<file path="src/rtl/mmio_interconnect_if.sv">
`default_nettype none
// +----------------------------------------------------------------------------+
// | mmio_if : CPU data port, slave channels and error status of the MMIO bus   |
// | Revision : 1.0                                                             |
// +----------------------------------------------------------------------------+
interface mmio_if #(
  parameter int NSLAVES = 4
);
  logic [31:0]           mem_addr;
  logic [31:0]           mem_wdata;
  logic [3:0]            mem_wmask;
  logic                  mem_rstrb;
  logic [31:0]           mem_rdata;
  logic                  mem_rbusy;
  logic                  mem_wbusy;
  logic [NSLAVES-1:0]    s_rd;
  logic [NSLAVES-1:0]    s_wr;
  logic [32*NSLAVES-1:0] s_rdata;
  logic [NSLAVES-1:0]    s_rbusy;
  logic [NSLAVES-1:0]    s_wbusy;
  logic                  err_clr;
  logic                  bus_err;
  logic [1:0]            err_code;
  logic [31:0]           err_addr;

  // Environment side: CPU plus the peripherals behind the interconnect.
  modport master (
    output mem_addr, mem_wdata, mem_wmask, mem_rstrb, s_rdata, s_rbusy, s_wbusy, err_clr,
    input  mem_rdata, mem_rbusy, mem_wbusy, s_rd, s_wr, bus_err, err_code, err_addr
  );

  modport slave (
    input  mem_addr, mem_wdata, mem_wmask, mem_rstrb, s_rdata, s_rbusy, s_wbusy, err_clr,
    output mem_rdata, mem_rbusy, mem_wbusy, s_rd, s_wr, bus_err, err_code, err_addr
  );
endinterface
`default_nettype wire

</file>
<file path="src/rtl/mmio_interconnect.sv">
`default_nettype none
// +----------------------------------------------------------------------------+
// | mmio_interconnect : page decoder, one-outstanding-access tracker, timeout   |
// | Revision : 1.0                                                             |
// +----------------------------------------------------------------------------+
module mmio_interconnect #(
  parameter int                    NSLAVES       = 4,
  parameter logic [16*NSLAVES-1:0] BASES         = {16'h0041, 16'h0040, 16'h0001, 16'h0000},
  parameter int                    DEFAULT_SLAVE = NSLAVES,
  parameter int                    TIMEOUT       = 255
) (
  input  logic  clk,
  input  logic  resetn,
  mmio_if.slave bus
);
  localparam int              SW       = (NSLAVES > 1) ? $clog2(NSLAVES) : 1;
  localparam int              CW       = ($clog2(TIMEOUT + 1) > 8) ? $clog2(TIMEOUT + 1) : 8;
  localparam logic [CW-1:0]   TO_VAL   = CW'(TIMEOUT);
  localparam bit              TO_EN    = (TIMEOUT != 0);
  localparam bit              DEF_OK   = (DEFAULT_SLAVE >= 0) && (DEFAULT_SLAVE < NSLAVES);
  localparam logic [SW-1:0]   DEF_IDX  = SW'(DEF_OK ? DEFAULT_SLAVE : 0);
  localparam logic [1:0]      ERR_UNMAP = 2'b01;
  localparam logic [1:0]      ERR_TMO   = 2'b10;

  typedef enum logic [1:0] {
    S_IDLE = 2'd0,
    S_RD   = 2'd1,
    S_WR   = 2'd2
  } state_t;

  state_t        state_q;
  logic [SW-1:0] cur_q;
  logic          abort_q;
  logic          abort_to_q;
  logic [CW-1:0] cnt_q;
  logic [31:0]   addr_q;
  logic          bus_err_q;
  logic [1:0]    err_code_q;
  logic [31:0]   err_addr_q;

  logic          hit;
  logic [SW-1:0] sel;
  logic          wr_req;
  logic          rd_req;
  logic          idle;
  logic          busy_cur;
  logic          to_hit;
  logic          log_err;
  logic [1:0]    log_code;
  logic [31:0]   log_addr;
  logic          w_unused_wdata;

  // Descending scan so the lowest matching slot is the one left standing.
  always_comb begin
    hit = 1'b0;
    sel = '0;
    for (int k = NSLAVES - 1; k >= 0; k--) begin
      if (bus.mem_addr[31:16] == BASES[16*k +: 16]) begin
        hit = 1'b1;
        sel = SW'(k);
      end
    end
    if (!hit && DEF_OK) begin
      hit = 1'b1;
      sel = DEF_IDX;
    end
  end

  assign wr_req   = |bus.mem_wmask;
  assign rd_req   = bus.mem_rstrb & ~wr_req;
  assign idle     = (state_q == S_IDLE);
  assign busy_cur = (state_q == S_WR) ? bus.s_wbusy[cur_q] : bus.s_rbusy[cur_q];
  assign to_hit   = TO_EN && !idle && busy_cur && (cnt_q == TO_VAL);

  assign bus.s_rd      = (idle && rd_req && hit) ? (NSLAVES'(1) << sel) : '0;
  assign bus.s_wr      = (idle && wr_req && hit) ? (NSLAVES'(1) << sel) : '0;
  assign bus.mem_rbusy = (state_q == S_RD) && bus.s_rbusy[cur_q] && !to_hit;
  assign bus.mem_wbusy = (state_q == S_WR) && bus.s_wbusy[cur_q] && !to_hit;
  // Data follows the latched slot so it survives the CPU moving mem_addr on.
  assign bus.mem_rdata = abort_q ? {32{abort_to_q}} : bus.s_rdata[32*cur_q +: 32];
  assign bus.bus_err   = bus_err_q;
  assign bus.err_code  = err_code_q;
  assign bus.err_addr  = err_addr_q;

  always_comb begin
    log_err  = 1'b0;
    log_code = 2'b00;
    log_addr = 32'h0;
    if (idle && (wr_req || rd_req) && !hit) begin
      log_err  = 1'b1;
      log_code = ERR_UNMAP;
      log_addr = bus.mem_addr;
    end else if (to_hit) begin
      log_err  = 1'b1;
      log_code = ERR_TMO;
      log_addr = addr_q;
    end
  end

  assign w_unused_wdata = ^bus.mem_wdata;

  always_ff @(posedge clk or negedge resetn) begin
    if (!resetn) begin
      state_q    <= S_IDLE;
      cur_q      <= '0;
      abort_q    <= 1'b0;
      abort_to_q <= 1'b0;
      cnt_q      <= '0;
      addr_q     <= 32'h0;
      bus_err_q  <= 1'b0;
      err_code_q <= 2'b00;
      err_addr_q <= 32'h0;
    end else begin
      case (state_q)
        S_IDLE: begin
          if (wr_req) begin
            if (hit) begin
              cur_q   <= sel;
              addr_q  <= bus.mem_addr;
              cnt_q   <= '0;
              state_q <= S_WR;
            end
          end else if (rd_req) begin
            if (hit) begin
              cur_q   <= sel;
              addr_q  <= bus.mem_addr;
              cnt_q   <= '0;
              abort_q <= 1'b0;
              state_q <= S_RD;
            end else begin
              abort_q    <= 1'b1;
              abort_to_q <= 1'b0;
            end
          end
        end
        S_RD, S_WR: begin
          if (!busy_cur) begin
            state_q <= S_IDLE;
          end else if (to_hit) begin
            state_q    <= S_IDLE;
            abort_q    <= 1'b1;
            abort_to_q <= 1'b1;
          end else if (cnt_q != {CW{1'b1}}) begin
            cnt_q <= cnt_q + 1'b1;
          end
        end
        default: state_q <= S_IDLE;
      endcase

      if (log_err) begin
        bus_err_q  <= 1'b1;
        err_code_q <= log_code;
        err_addr_q <= log_addr;
      end else if (bus.err_clr) begin
        bus_err_q  <= 1'b0;
        err_code_q <= 2'b00;
        err_addr_q <= 32'h0;
      end
    end
  end
endmodule
`default_nettype wire

</file>
<file path="src/flat_wrapper.sv">
// flat-port wrapper written by rule: the top's interface ports become plain ports
module mmio_interconnect_flat 
#(
  parameter int                    NSLAVES       = 4,
  parameter logic [16*NSLAVES-1:0] BASES         = {16'h0041, 16'h0040, 16'h0001, 16'h0000},
  parameter int                    DEFAULT_SLAVE = NSLAVES,
  parameter int                    TIMEOUT       = 255
)
  (clk, resetn, bus_mem_addr, bus_mem_wdata, bus_mem_wmask, bus_mem_rstrb, bus_s_rdata, bus_s_rbusy, bus_s_wbusy, bus_err_clr, bus_mem_rdata, bus_mem_rbusy, bus_mem_wbusy, bus_s_rd, bus_s_wr, bus_bus_err, bus_err_code, bus_err_addr);
  mmio_if #(.NSLAVES(NSLAVES)) bus_i ();
  input  logic clk;
  input  logic resetn;
  input wire logic [$bits(bus_i.mem_addr)-1:0] bus_mem_addr;
  input wire logic [$bits(bus_i.mem_wdata)-1:0] bus_mem_wdata;
  input wire logic [$bits(bus_i.mem_wmask)-1:0] bus_mem_wmask;
  input wire logic [$bits(bus_i.mem_rstrb)-1:0] bus_mem_rstrb;
  input wire logic [$bits(bus_i.s_rdata)-1:0] bus_s_rdata;
  input wire logic [$bits(bus_i.s_rbusy)-1:0] bus_s_rbusy;
  input wire logic [$bits(bus_i.s_wbusy)-1:0] bus_s_wbusy;
  input wire logic [$bits(bus_i.err_clr)-1:0] bus_err_clr;
  output wire logic [$bits(bus_i.mem_rdata)-1:0] bus_mem_rdata;
  output wire logic [$bits(bus_i.mem_rbusy)-1:0] bus_mem_rbusy;
  output wire logic [$bits(bus_i.mem_wbusy)-1:0] bus_mem_wbusy;
  output wire logic [$bits(bus_i.s_rd)-1:0] bus_s_rd;
  output wire logic [$bits(bus_i.s_wr)-1:0] bus_s_wr;
  output wire logic [$bits(bus_i.bus_err)-1:0] bus_bus_err;
  output wire logic [$bits(bus_i.err_code)-1:0] bus_err_code;
  output wire logic [$bits(bus_i.err_addr)-1:0] bus_err_addr;
  assign bus_i.mem_addr = bus_mem_addr;
  assign bus_i.mem_wdata = bus_mem_wdata;
  assign bus_i.mem_wmask = bus_mem_wmask;
  assign bus_i.mem_rstrb = bus_mem_rstrb;
  assign bus_i.s_rdata = bus_s_rdata;
  assign bus_i.s_rbusy = bus_s_rbusy;
  assign bus_i.s_wbusy = bus_s_wbusy;
  assign bus_i.err_clr = bus_err_clr;
  assign bus_mem_rdata = bus_i.mem_rdata;
  assign bus_mem_rbusy = bus_i.mem_rbusy;
  assign bus_mem_wbusy = bus_i.mem_wbusy;
  assign bus_s_rd = bus_i.s_rd;
  assign bus_s_wr = bus_i.s_wr;
  assign bus_bus_err = bus_i.bus_err;
  assign bus_err_code = bus_i.err_code;
  assign bus_err_addr = bus_i.err_addr;
  mmio_interconnect #(.NSLAVES(NSLAVES), .BASES(BASES), .DEFAULT_SLAVE(DEFAULT_SLAVE), .TIMEOUT(TIMEOUT)) u_core (.clk(clk), .resetn(resetn), .bus(bus_i));
endmodule
</file>
<file path="config.mk">
export PLATFORM = sky130hd
export DESIGN_NAME = mmio_interconnect_flat
export DESIGN_NICKNAME = d
export VERILOG_FILES = /design/src/rtl/mmio_interconnect_if.sv /design/src/rtl/mmio_interconnect.sv /design/src/flat_wrapper.sv
export SDC_FILE = /design/constraint.sdc
export NUM_CORES = 1
export LEC_CHECK = 0
export ABC_AREA = 0
export CORE_ASPECT_RATIO = 0.7
export CORE_MARGIN = 4
export CORE_UTILIZATION = 38
export CTS_BUF_LIST = sky130_fd_sc_hd__clkbuf_16
export DETAILED_ROUTE_END_ITERATION = 8
export GPL_TIMING_DRIVEN = 0
export PLACE_DENSITY_LB_ADDON = 0.05
export SLEW_MARGIN = 20
export SYNTH_ARGS = -nofsm -noshare
export SYNTH_HDL_FRONTEND = slang
export SYNTH_SLANG_ARGS = --single-unit
</file>
<file path="constraint.sdc">
create_clock -name clk -period 3.35 [get_ports clk]
set_input_delay 0.67 -clock clk [delete_from_list [all_inputs] [get_ports clk]]
set_output_delay 0.67 -clock clk [all_outputs]
set_load 0.005 [all_outputs]
</file>
==> qor.csv <==
metric;value;unit
Inst Count DP;852;
per-cell routed wire length;19.4;um
Reg power frac;41.5;%
Post-synth EDFFs;0;
Worst setup SP type;flip-flop;
Worst EP arrival;2.59;ns
Crit Reg-Reg Startpoint;u_core.state_q[0];
area of the mapped netlist;4800;sq um
Reg2Reg Setup Slack;0.42;ns
Fin Clk Skew;0.00681;ns
Die ar.;14500;sq um
Distinct cells, synth;46;
Synth Area per Inst;11.0;sq um
Die Height;102;um
Layout Cells excl Fill;875;
Initial Util;38.8;%
ANT nets after route;0;
WP data required;2.68;ns
final setup violation count;0;
Reg2Reg Depth;7;
worst-margin pin slew;0.824;ns
Core ar.;12400;sq um
clk slew on worst S/H paths;0.06;ns
1st-pass router iterations;5;
Iter 0 DRT Violations;372;
slowest CP cell;clkdlybuf4s50_1;
WHS;0.252;ns
fin util;64.6;%
CP peak stage delay;0.47;ns
count leader, synth;dfrtp_1;
final hold vios;0;
worst path bufs/invs;4;
Pint;1950;uW
Final period util;97.2;%
Post-synth top cells;81 x dfrtp_1, 41 x inv_1, 41 x o21ai_0;
Psw;524;uW
# nets final;921;
min cycle time layout;3.26;ns
crit-path cells;inv_1, ha_1, clkbuf_2, nor2b_2, nand4_1, buf_4, o211a_1, clkdlybuf4s50_1;
clock power share;41.7;%
Clock Root Buffer;clkbuf_16;
hpwl dp;13400;um
crit path capture type;primary output;
Critical Path Start;u_core.state_q[0];
vias in the first global route;4766;
routed wire length;17000;um
via count;4682;
first-pass GRT wire length;25700;um
Primary FF master, synth;dfrtp_1;
crit-path leading delay family;buffers and inverters;
Hold Crit Class;in2async;
FF-to-FF End;u_core.addr_q[11];
area leader, netlist;dfrtp_1;
Area contributors post-synth;dfrtp_1 42%, mux4_2 15%, a22o_1 5.1%, o21ai_0 4.3%, a21o_1 4.2%;
Synth-to-Final Area Change;66.5;%
Synth top area share;42.2;%
Max VDD drop;0.276;mV
switch share;21.2;%
IO buf count;252;
Fmax;0.307;GHz
Pwr Total;2470;uW
Die X;142;um
I/O pins;285;
htree depth;3;
Ys Warns;0;
status;complete, no violations;
LEAKAGE;0.00371;uW
DR DRC count;0;
worst-path fanout max;10;
GRT Residual Overflow;0;
ANT cells;0;
worst skew pair latency;0.34;ns
Slew HR;44.8;%
largest net degree at the start of global routing;56;
RSZ-0062 raised after global routing;no;
share of cells above drive strength 1;14.2;%
Post-Syn Instances;437;
Total GRT Usage;23.0;%
PD cells;309;nW/um^2
Crit Path Class;reg2out;
synthesis-stage register bit count;81;
clock sink total;81;
Crit. path cell count;8;
Max Cap Viol;0;
FFs w/ async S/R, synth;100;%
routability cong.;0.839;
initial antenna violation count;0;
Rows;34;
Worst Setup EP;bus_mem_wbusy;
clk buf depth;2;
Num CTS Buffers;9;
Syn Nets;650;
Via density;5.35;
max-slew violations;0;
setup_tns;0;ns
sequential fraction of the synthesis area;42.2;%
CTS tree;done;
Logic pwr share;16.8;%
-- registers in the layout, indices dropped and copies added (netlist names) --
name,flops
u_core.bus.err_code,2
u_core.cnt_q,8
u_core.abort_q,1
u_core.abort_to_q,1
u_core.addr_q,32
u_core.bus.bus_err,1
u_core.state_q,2
u_core.cur_q,2
u_core.bus.err_addr,32
-- metrics by stage --
step | area [sq um] | setup WS (ns)
6_report | 8000 | 0.0927
5_1_grt | 8000 | 0.00128
4_1_cts | 7950 | 0.00990
3_5_place_dp | 7550 | -0.570
3_3_place_gp | 7530 | -1.25
2_1_floorplan | 4800 | 0.749
-- power groups by stage --
| stage | Clock, uW | Combinational (uW) | Sequential [uW] |
|---|---|---|---|
| after CTS | 1040 | 417 | 1020 |
| after global routing | 1080 | 445 | 1030 |
| final | 1030 | 415 | 1020 |
| after detailed placement | 0 | 409 | 1040 |
| after floorplan | 0 | 102 | 1040 |
| after global placement | 0 | 397 | 1040 |
-- cells by family (layout without fill, tap and decap cells) --
kind of cell / Yosys count / in the layout / synth area share, %
buffers and inverters: 73 / 349 / 6.36
AO/OA/AOI/OAI: 126 / 126 / 18.7
flip-flops: 81 / 81 / 42.2
multiplexers: 54 / 54 / 20.3
AND/OR/NAND/NOR: 98 / 98 / 11.1
adder cells (fa/ha/maj): 5 / 5 / 1.30
-- repair_timing --
action	4_1_cts	5_1_grt
hold buffers	0	0
setup buffers	5	2
pin swaps	7	5
hold endpoints to repair	0	0
gates resized for setup	23	13
endpoints found under the setup margin	9	6
-- cell usage in the layout (no fill, tap or decap), types with 18 or more instances in the layout --
cell type | synthesis | final
nand2_1 | 20 | 20
clkdlybuf4s50_1 | 0 | 235
mux4_2 | 33 | 33
dfrtp_1 | 81 | 81
clkbuf_1 | 19 | 18
a21o_1 | 27 | 27
a22o_1 | 28 | 28
o21ai_0 | 41 | 41
nor2_1 | 18 | 18
inv_1 | 41 | 42
-- area by class of cell --
cell class | count | area [sq um]
clock buffer | 9 | 225
tap | 162 | 203
sequential | 81 | 2030
buffer | 32 | 169
fill | 978 | 4380
timing repair buffer | 260 | 2610
multi-input combinational | 283 | 2530
inverter | 41 | 154
clock inverter | 7 | 85.1
-- layer usage --
metal,wire (um),GRT usage (%)
met5,0,0
met4,203,4.53
met3,1070,4.58
met2,8570,40.1
met1,7150,30.2
-- worst min-delay path by stage --
| stage | start | endpoint | slack (ns) | cells past startpoint |
|---|---|---|---|---|
| after floorplan | resetn | u_core.abort_q | 0.37 | 0 |
| after global placement | u_core.bus.err_addr[3] | u_core.bus.err_addr[3] | 0.46 | 1 |
| after detailed placement | u_core.bus.err_addr[23] | u_core.bus.err_addr[23] | 0.46 | 1 |
| after CTS | resetn | u_core.bus.err_addr[13] | 0.26 | 1 |
| after global routing | resetn | u_core.bus.err_addr[11] | 0.27 | 1 |
| final | resetn | u_core.addr_q[14] | 0.25 | 1 |
(Power assumes the default switching activity.)
